$ cat src/rtl/lfsr_tap_loader_if.sv
// -----------------------------------------------------------------------------
// lfsr_tap_loader_if
//   Valid/ready offer channel that carries a finished tap polynomial from the
//   tap loader to the LFSR core.
//
//   Signals:
//     taps        WIDTH  assembled polynomial, meaningful only while taps_valid=1
//     taps_valid  1      loader is offering taps
//     taps_ready  1      core accepts; a transfer happens on an edge where
//                        taps_valid & taps_ready
//
//   Modports:
//     master  loader side (drives taps/taps_valid, samples taps_ready)
//     slave   core side   (samples taps/taps_valid, drives taps_ready)
// -----------------------------------------------------------------------------
interface lfsr_tap_loader_if #(
   parameter int WIDTH = 16
);
   logic [WIDTH-1:0] taps;
   logic             taps_valid;
   logic             taps_ready;

   modport master (
      output taps,
      output taps_valid,
      input  taps_ready
   );

   modport slave (
      input  taps,
      input  taps_valid,
      output taps_ready
   );
endinterface

$ cat src/rtl/lfsr_tap_loader.sv
// -----------------------------------------------------------------------------
// lfsr_tap_loader
//   Builds a WIDTH-bit LFSR tap polynomial from 4-bit nibbles strobed in on
//   slow asynchronous pins (MSB nibble first). A completed all-zero word is
//   discarded because it would lock the LFSR. A non-zero word is offered to
//   the core over a valid/ready handshake so taps can change at run time.
//
//   Parameters:
//     WIDTH         tap word width, multiple of 4, 8..32
//     DEFAULT_TAPS  taps value after reset
//
//   Ports:
//     clk        in   system clock
//     rst_n      in   asynchronous active-low reset
//     clear      in   synchronous abort back to IDLE (already in clk domain)
//     strobe_in  in   asynchronous pin, each rising edge delivers a nibble
//     nibble_in  in   asynchronous pins, stable while strobe_in is high
//     tap_if     master side of the taps/taps_valid/taps_ready channel
//     busy       out  state is not IDLE (combinational from state)
//     zero_err   out  sticky: last completed word was zero and was discarded
//     overrun    out  sticky: a strobe arrived during OFFER and was dropped
// -----------------------------------------------------------------------------
module lfsr_tap_loader #(
   parameter int               WIDTH        = 16,
   parameter logic [WIDTH-1:0] DEFAULT_TAPS = WIDTH'(16'hB400)
) (
   input  logic                      clk,
   input  logic                      rst_n,
   input  logic                      clear,
   input  logic                      strobe_in,
   input  logic [3:0]                nibble_in,
   lfsr_tap_loader_if.master         tap_if,
   output logic                      busy,
   output logic                      zero_err,
   output logic                      overrun
);

   localparam int N     = WIDTH / 4;
   localparam int CNT_W = (N > 1) ? $clog2(N) : 1;

   localparam logic [1:0] ST_IDLE    = 2'd0;
   localparam logic [1:0] ST_COLLECT = 2'd1;
   localparam logic [1:0] ST_OFFER   = 2'd2;

   // Synchronizers: two flops per pin, plus a third on strobe for edge detect.
   logic       strb_s1_q, strb_s2_q, strb_s3_q;
   logic [3:0] nib_s1_q, nib_s2_q;

   always_ff @(posedge clk or negedge rst_n) begin
      if (!rst_n) begin
         strb_s1_q <= 1'b0;
         strb_s2_q <= 1'b0;
         strb_s3_q <= 1'b0;
         nib_s1_q  <= 4'h0;
         nib_s2_q  <= 4'h0;
      end else begin
         strb_s1_q <= strobe_in;
         strb_s2_q <= strb_s1_q;
         strb_s3_q <= strb_s2_q;
         nib_s1_q  <= nibble_in;
         nib_s2_q  <= nib_s1_q;
      end
   end

   logic       strb_edge;
   logic [3:0] nib;

   assign strb_edge = strb_s2_q & ~strb_s3_q;
   assign nib       = nib_s2_q;

   // Collection state. Only the first N-1 nibbles are ever held: the last
   // nibble goes straight into the finished word, so the shift register is
   // WIDTH-4 bits and {shift, nib} is always the full candidate word.
   logic [1:0]       state_q, state_d;
   logic [CNT_W-1:0] cnt_q, cnt_d;
   logic [WIDTH-5:0] shift_q, shift_d;
   logic [WIDTH-1:0] taps_q, taps_d;
   logic             valid_q, valid_d;
   logic             zero_err_q, zero_err_d;
   logic             overrun_q, overrun_d;
   logic [WIDTH-1:0] word;

   assign word = {shift_q, nib};

   always_comb begin
      state_d    = state_q;
      cnt_d      = cnt_q;
      shift_d    = shift_q;
      taps_d     = taps_q;
      valid_d    = valid_q;
      zero_err_d = zero_err_q;
      overrun_d  = overrun_q;

      if (clear) begin
         // clear beats a simultaneous strobe edge (nibble dropped, no overrun)
         // and, in OFFER, a simultaneous ready still counts as a transfer
         // since valid is dropped either way. taps and zero_err survive.
         state_d   = ST_IDLE;
         cnt_d     = '0;
         shift_d   = '0;
         valid_d   = 1'b0;
         overrun_d = 1'b0;
      end else begin
         case (state_q)
            ST_IDLE: begin
               if (strb_edge) begin
                  shift_d    = word[WIDTH-5:0];
                  cnt_d      = CNT_W'(1);
                  zero_err_d = 1'b0;
                  state_d    = ST_COLLECT;
               end
            end

            ST_COLLECT: begin
               if (strb_edge) begin
                  if (cnt_q != CNT_W'(N - 1)) begin
                     shift_d = word[WIDTH-5:0];
                     cnt_d   = cnt_q + CNT_W'(1);
                  end else begin
                     cnt_d = '0;
                     if (word != '0) begin
                        taps_d  = word;
                        valid_d = 1'b1;
                        state_d = ST_OFFER;
                     end else begin
                        zero_err_d = 1'b1;
                        state_d    = ST_IDLE;
                     end
                  end
               end
            end

            ST_OFFER: begin
               // Ready and a strobe edge on the same cycle: the transfer
               // completes and the nibble is still reported as overrun.
               if (tap_if.taps_ready) begin
                  valid_d = 1'b0;
                  state_d = ST_IDLE;
               end
               if (strb_edge) begin
                  overrun_d = 1'b1;
               end
            end

            default: begin
               state_d = ST_IDLE;
               cnt_d   = '0;
               valid_d = 1'b0;
            end
         endcase
      end
   end

   always_ff @(posedge clk or negedge rst_n) begin
      if (!rst_n) begin
         state_q    <= ST_IDLE;
         cnt_q      <= '0;
         shift_q    <= '0;
         taps_q     <= DEFAULT_TAPS;
         valid_q    <= 1'b0;
         zero_err_q <= 1'b0;
         overrun_q  <= 1'b0;
      end else begin
         state_q    <= state_d;
         cnt_q      <= cnt_d;
         shift_q    <= shift_d;
         taps_q     <= taps_d;
         valid_q    <= valid_d;
         zero_err_q <= zero_err_d;
         overrun_q  <= overrun_d;
      end
   end

   assign tap_if.taps       = taps_q;
   assign tap_if.taps_valid = valid_q;
   assign busy              = (state_q != ST_IDLE);
   assign zero_err          = zero_err_q;
   assign overrun           = overrun_q;

endmodule

$ cat src/flat_wrapper.sv
// flat-port wrapper written by rule: the top's interface ports become plain ports
module lfsr_tap_loader_flat 
#(
   parameter int               WIDTH        = 16,
   parameter logic [WIDTH-1:0] DEFAULT_TAPS = WIDTH'(16'hB400)
)
  (clk, rst_n, clear, strobe_in, nibble_in, busy, zero_err, overrun, tap_if_taps, tap_if_taps_valid, tap_if_taps_ready);
  lfsr_tap_loader_if #(.WIDTH(WIDTH)) tap_if_i ();
  input  logic clk;
  input  logic rst_n;
  input  logic clear;
  input  logic strobe_in;
  input  logic [3:0] nibble_in;
  output logic busy;
  output logic zero_err;
  output logic overrun;
  output wire logic [$bits(tap_if_i.taps)-1:0] tap_if_taps;
  output wire logic [$bits(tap_if_i.taps_valid)-1:0] tap_if_taps_valid;
  input wire logic [$bits(tap_if_i.taps_ready)-1:0] tap_if_taps_ready;
  assign tap_if_taps = tap_if_i.taps;
  assign tap_if_taps_valid = tap_if_i.taps_valid;
  assign tap_if_i.taps_ready = tap_if_taps_ready;
  lfsr_tap_loader #(.WIDTH(WIDTH), .DEFAULT_TAPS(DEFAULT_TAPS)) u_core (.clk(clk), .rst_n(rst_n), .clear(clear), .strobe_in(strobe_in), .nibble_in(nibble_in), .tap_if(tap_if_i), .busy(busy), .zero_err(zero_err), .overrun(overrun));
endmodule
$ cat config.mk
export PLATFORM = sky130hd
export DESIGN_NAME = lfsr_tap_loader_flat
export DESIGN_NICKNAME = d
export VERILOG_FILES = /design/src/rtl/lfsr_tap_loader_if.sv /design/src/rtl/lfsr_tap_loader.sv /design/src/flat_wrapper.sv
export SDC_FILE = /design/constraint.sdc
export NUM_CORES = 1
export LEC_CHECK = 0
export ABC_AREA = 1
export CAP_MARGIN = 0
export CELL_PAD_IN_SITES_DETAIL_PLACEMENT = 1
export CELL_PAD_IN_SITES_GLOBAL_PLACEMENT = 1
export CORE_UTILIZATION = 40
export DETAILED_ROUTE_END_ITERATION = 12
export PLACE_DENSITY = 0.8
export SLEW_MARGIN = 10
export SYNTH_ARGS = -nofsm -noshare
export SYNTH_HDL_FRONTEND = slang
export SYNTH_SLANG_ARGS = --single-unit
$ cat constraint.sdc
create_clock -name clk -period 1.5 [get_ports clk]
set_input_delay 0.375 -clock clk [delete_from_list [all_inputs] [get_ports clk]]
set_output_delay 0.375 -clock clk [all_outputs]
set_load 0.1 [all_outputs]
==> results.cfg <==
[final_layout]
final_cells = 288
drive_above_1_share = 0.3390
utilization = 0.6083
diodes = 0
nets = 245
area_growth_syn_to_layout_pct = 43.26

[setup_path]
cp_max_fo = 3
critPathArrivalTime_ps = 1070
criticalPathCategory = reg -> out
end_kind = output pin
start_kind = register
cp.required_ps = 1120

[timing]
report.final.hold_viol_count = 0
fin_skew_ps = 5.601
maxSlewViolCount = 0
fin_hold_ws_ps = 352.9
setup_viol = 0
worst_slew_pin_slew_ps = 356.9
clock.fmax_ghz = 0.6902
min_period_ps = 1449
slew_headroom = 0.7620
fin_tns_setup_ps = 0
post-route-period-util = 0.9659

[floorplanning]
die_h_um = 70.45
dieWidth_um = 70.45
fp.dieArea_sq_um = 4963
ios = 29
start_util = 0.4246
coreArea_sq_um = 4414
rows = 24

[yosys]
synth_area_leader_cell = dfrtp_1
synth_top_area_frac = 0.5607
netlist_area_sq_um = 1874
yosysUniqueCellTypes = 20
ys_seq_elements = 46
syn_nets = 198
syn_inst = 188
synth.avg_cell_area_sq_um = 9.970
yosysWarnings = 0
seq_area_frac_synth = 0.6168
synthTopCellsByArea = dfrtp_1, o21ai_2, nand2_1, inv_1, dfstp_2

[detailed_routing]
finalWirelength_um = 4197
top_layer_used = met4
routedWlPerCell_um = 14.57
wl_met2_um = 2221
dr_total_vias = 1400
antenna_left = 0
wl_met3_um = 115
viasPerCell = 4.861
remaining_drc_errors = 0
wl_met1_um = 1811
first_pass_iters = 4
drt_iter0_drc = 57

[clocking]
htree_levels = 2
clk_latency_ps = 300
cts.sinks = 46
path_clk_slew_ps = 90
cts_buffer_depth = 2
cts_buffers = 5
cts_tree = done
cts-root-buf = clkbuf_8

[place]
dp.cells = 276
dp_hpwl_um = 2962
gp_congestion = 0.8025
numPortBuffers = 28

[job]
max_cap_violations = 0

[global_route]
grt_max_degree = 33
first_global_vias = 1557
overflow = 0
grt_use_total = 0.1884
grt_pass1_wl_um = 7162
antenna_found_initial = 0

[power]
netSwitchingFraction = 0.2600
design_power_total_mw = 2.575
p_clk_frac = 0.363
powerDensity_nw_per_um2 = 959.1
power_switching_uw = 669.6
p_seq_frac = 0.511
p_int_mw = 1.906
comb_power_share = 0.126
p_leak_nw = 1.269
vdd_drop_max_uv = 514.7

[status]
status = complete, no violations

[min_path]
hp-class = reg -> reg
per-stage QoR:
| stage | setup WS, ps | area, sq um |
|---|---|---|
| after floorplan | 16.17 | 1874 |
| after global placement | -210.8 | 2501 |
| after detailed placement | -287.9 | 2501 |
| after CTS | -1.688 | 2631 |
| after global routing | -32.66 | 2685 |
| final | 51.18 | 2685 |
cell usage in the layout, fill, tap and decap left out:
cell              n
nor3_1            1
inv_6             1
buf_2             1
o21ai_0          11
nand2_2           5
nand3_2           1
clkdlybuf4s50_1   6
dfstp_2           4
dlygate4sd3_1     1
dfrtp_2           1
clkinv_2          1
ha_2              1
buf_12           23
nor3_2            1
o21ai_1           1
dfrtp_1          41
clkbuf_16         1
nor2_4            1
clkbuf_8          5
nor2_1           22
nand3_1           6
a22oi_2           1
bufinv_16         1
buf_4            11
a21boi_0          1
o21ai_2          16
inv_1            27
nand2_1          29
o22ai_1           4
dlymetal6s2s_1    1
a21oi_1           5
inv_2             5
cells by family after synthesis:
| kind of cell | synth area share |
|---|---|
| buffers and inverters | 0.08612 |
| AND/OR/NAND/NOR | 0.1489 |
| AO/OA/AOI/OAI | 0.1415 |
| adder cells (fa/ha/maj) | 0.006675 |
| flip-flops | 0.6168 |
flip-flops by register name (all words and copies together), names as in the netlist, 2 cells and up:
| name | count |
|---|---|
| u_core.state_q | 2 |
| u_core.shift_q | 12 |
| u_core.tap_if.taps | 16 |
| u_core.nib_s1_q | 4 |
| u_core.cnt_q | 2 |
| u_core.nib | 4 |
final timing paths:
kind,start,to,slack [ps],cells after the start
min reg2reg,u_core.nib_s1_q[0]$_DFF_PN0_,u_core.nib[0]$_DFF_PN0_,350,0
min in group asynchronous,rst_n,u_core.nib_s1_q[2]$_DFF_PN0_,510,2
max reg2reg,u_core.cnt_q[0]$_DFFE_PN0P_,u_core.shift_q[6]$_DFFE_PN0P_,70,8
min,u_core.nib_s1_q[0]$_DFF_PN0_,u_core.nib[0]$_DFF_PN0_,350,0
max,u_core.state_q[1]$_DFFE_PN0P_,busy,50,3
max in group asynchronous,rst_n,u_core.tap_if.taps[15]$_DFFE_PN1P_,440,3
routing by layer:
layer  track usage  vias to the layer above
met2        0.3185                       22
li1              -                      682
met3       0.04762                        5
met1        0.2353                      691
met5             0                        -
met4       0.06000                        0
power groups by stage:
stage	Clock, mW	Sequential [mW]	Combinational [mW]
finish	0.934	1.32	0.325
global route	1.00	1.32	0.355
CTS	0.950	1.32	0.322
detailed placement	0	1.34	0.313
global placement	0	1.34	0.304
floorplan	0	1.38	0.112
cells in the mapped netlist, drive strengths merged:
| library cell | instances |
|---|---|
| a21boi | 1 |
| a21oi | 5 |
| a22oi | 1 |
| buf | 4 |
| dfrtp | 42 |
| dfstp | 4 |
| ha | 1 |
| inv | 32 |
| nand2 | 34 |
| nand3 | 7 |
| nor2 | 23 |
| nor3 | 2 |
| o21ai | 28 |
| o22ai | 4 |
worst max-delay path: stages (launching register included):
cell and delay [ps]:
dfrtp_2 440, inv_2 90, nand2_2 70, buf_12 160
cell type report:
type,count,area (sq um)
Clock buffer,5,68.82
Fill cell,475,1729
Tap cell,52,65.06
Clock inverter,3,43.79
Sequential cell,46,1157
Inverter,32,120.1
Multi-Input combinational cell,106,574.3
Timing Repair Buffer,44,655.6
timing repair:
item | 4_1_cts | 5_1_grt
setup endpoints to repair | 3 | 8
endpoints found under the hold margin | 14 | 0
hold buffers | 1 | 0
cloned | 0 | 1
gates resized for setup | 2 | 9
buffers inserted | 0 | 2
No activity file was read; power rests on OpenSTA's default activity.
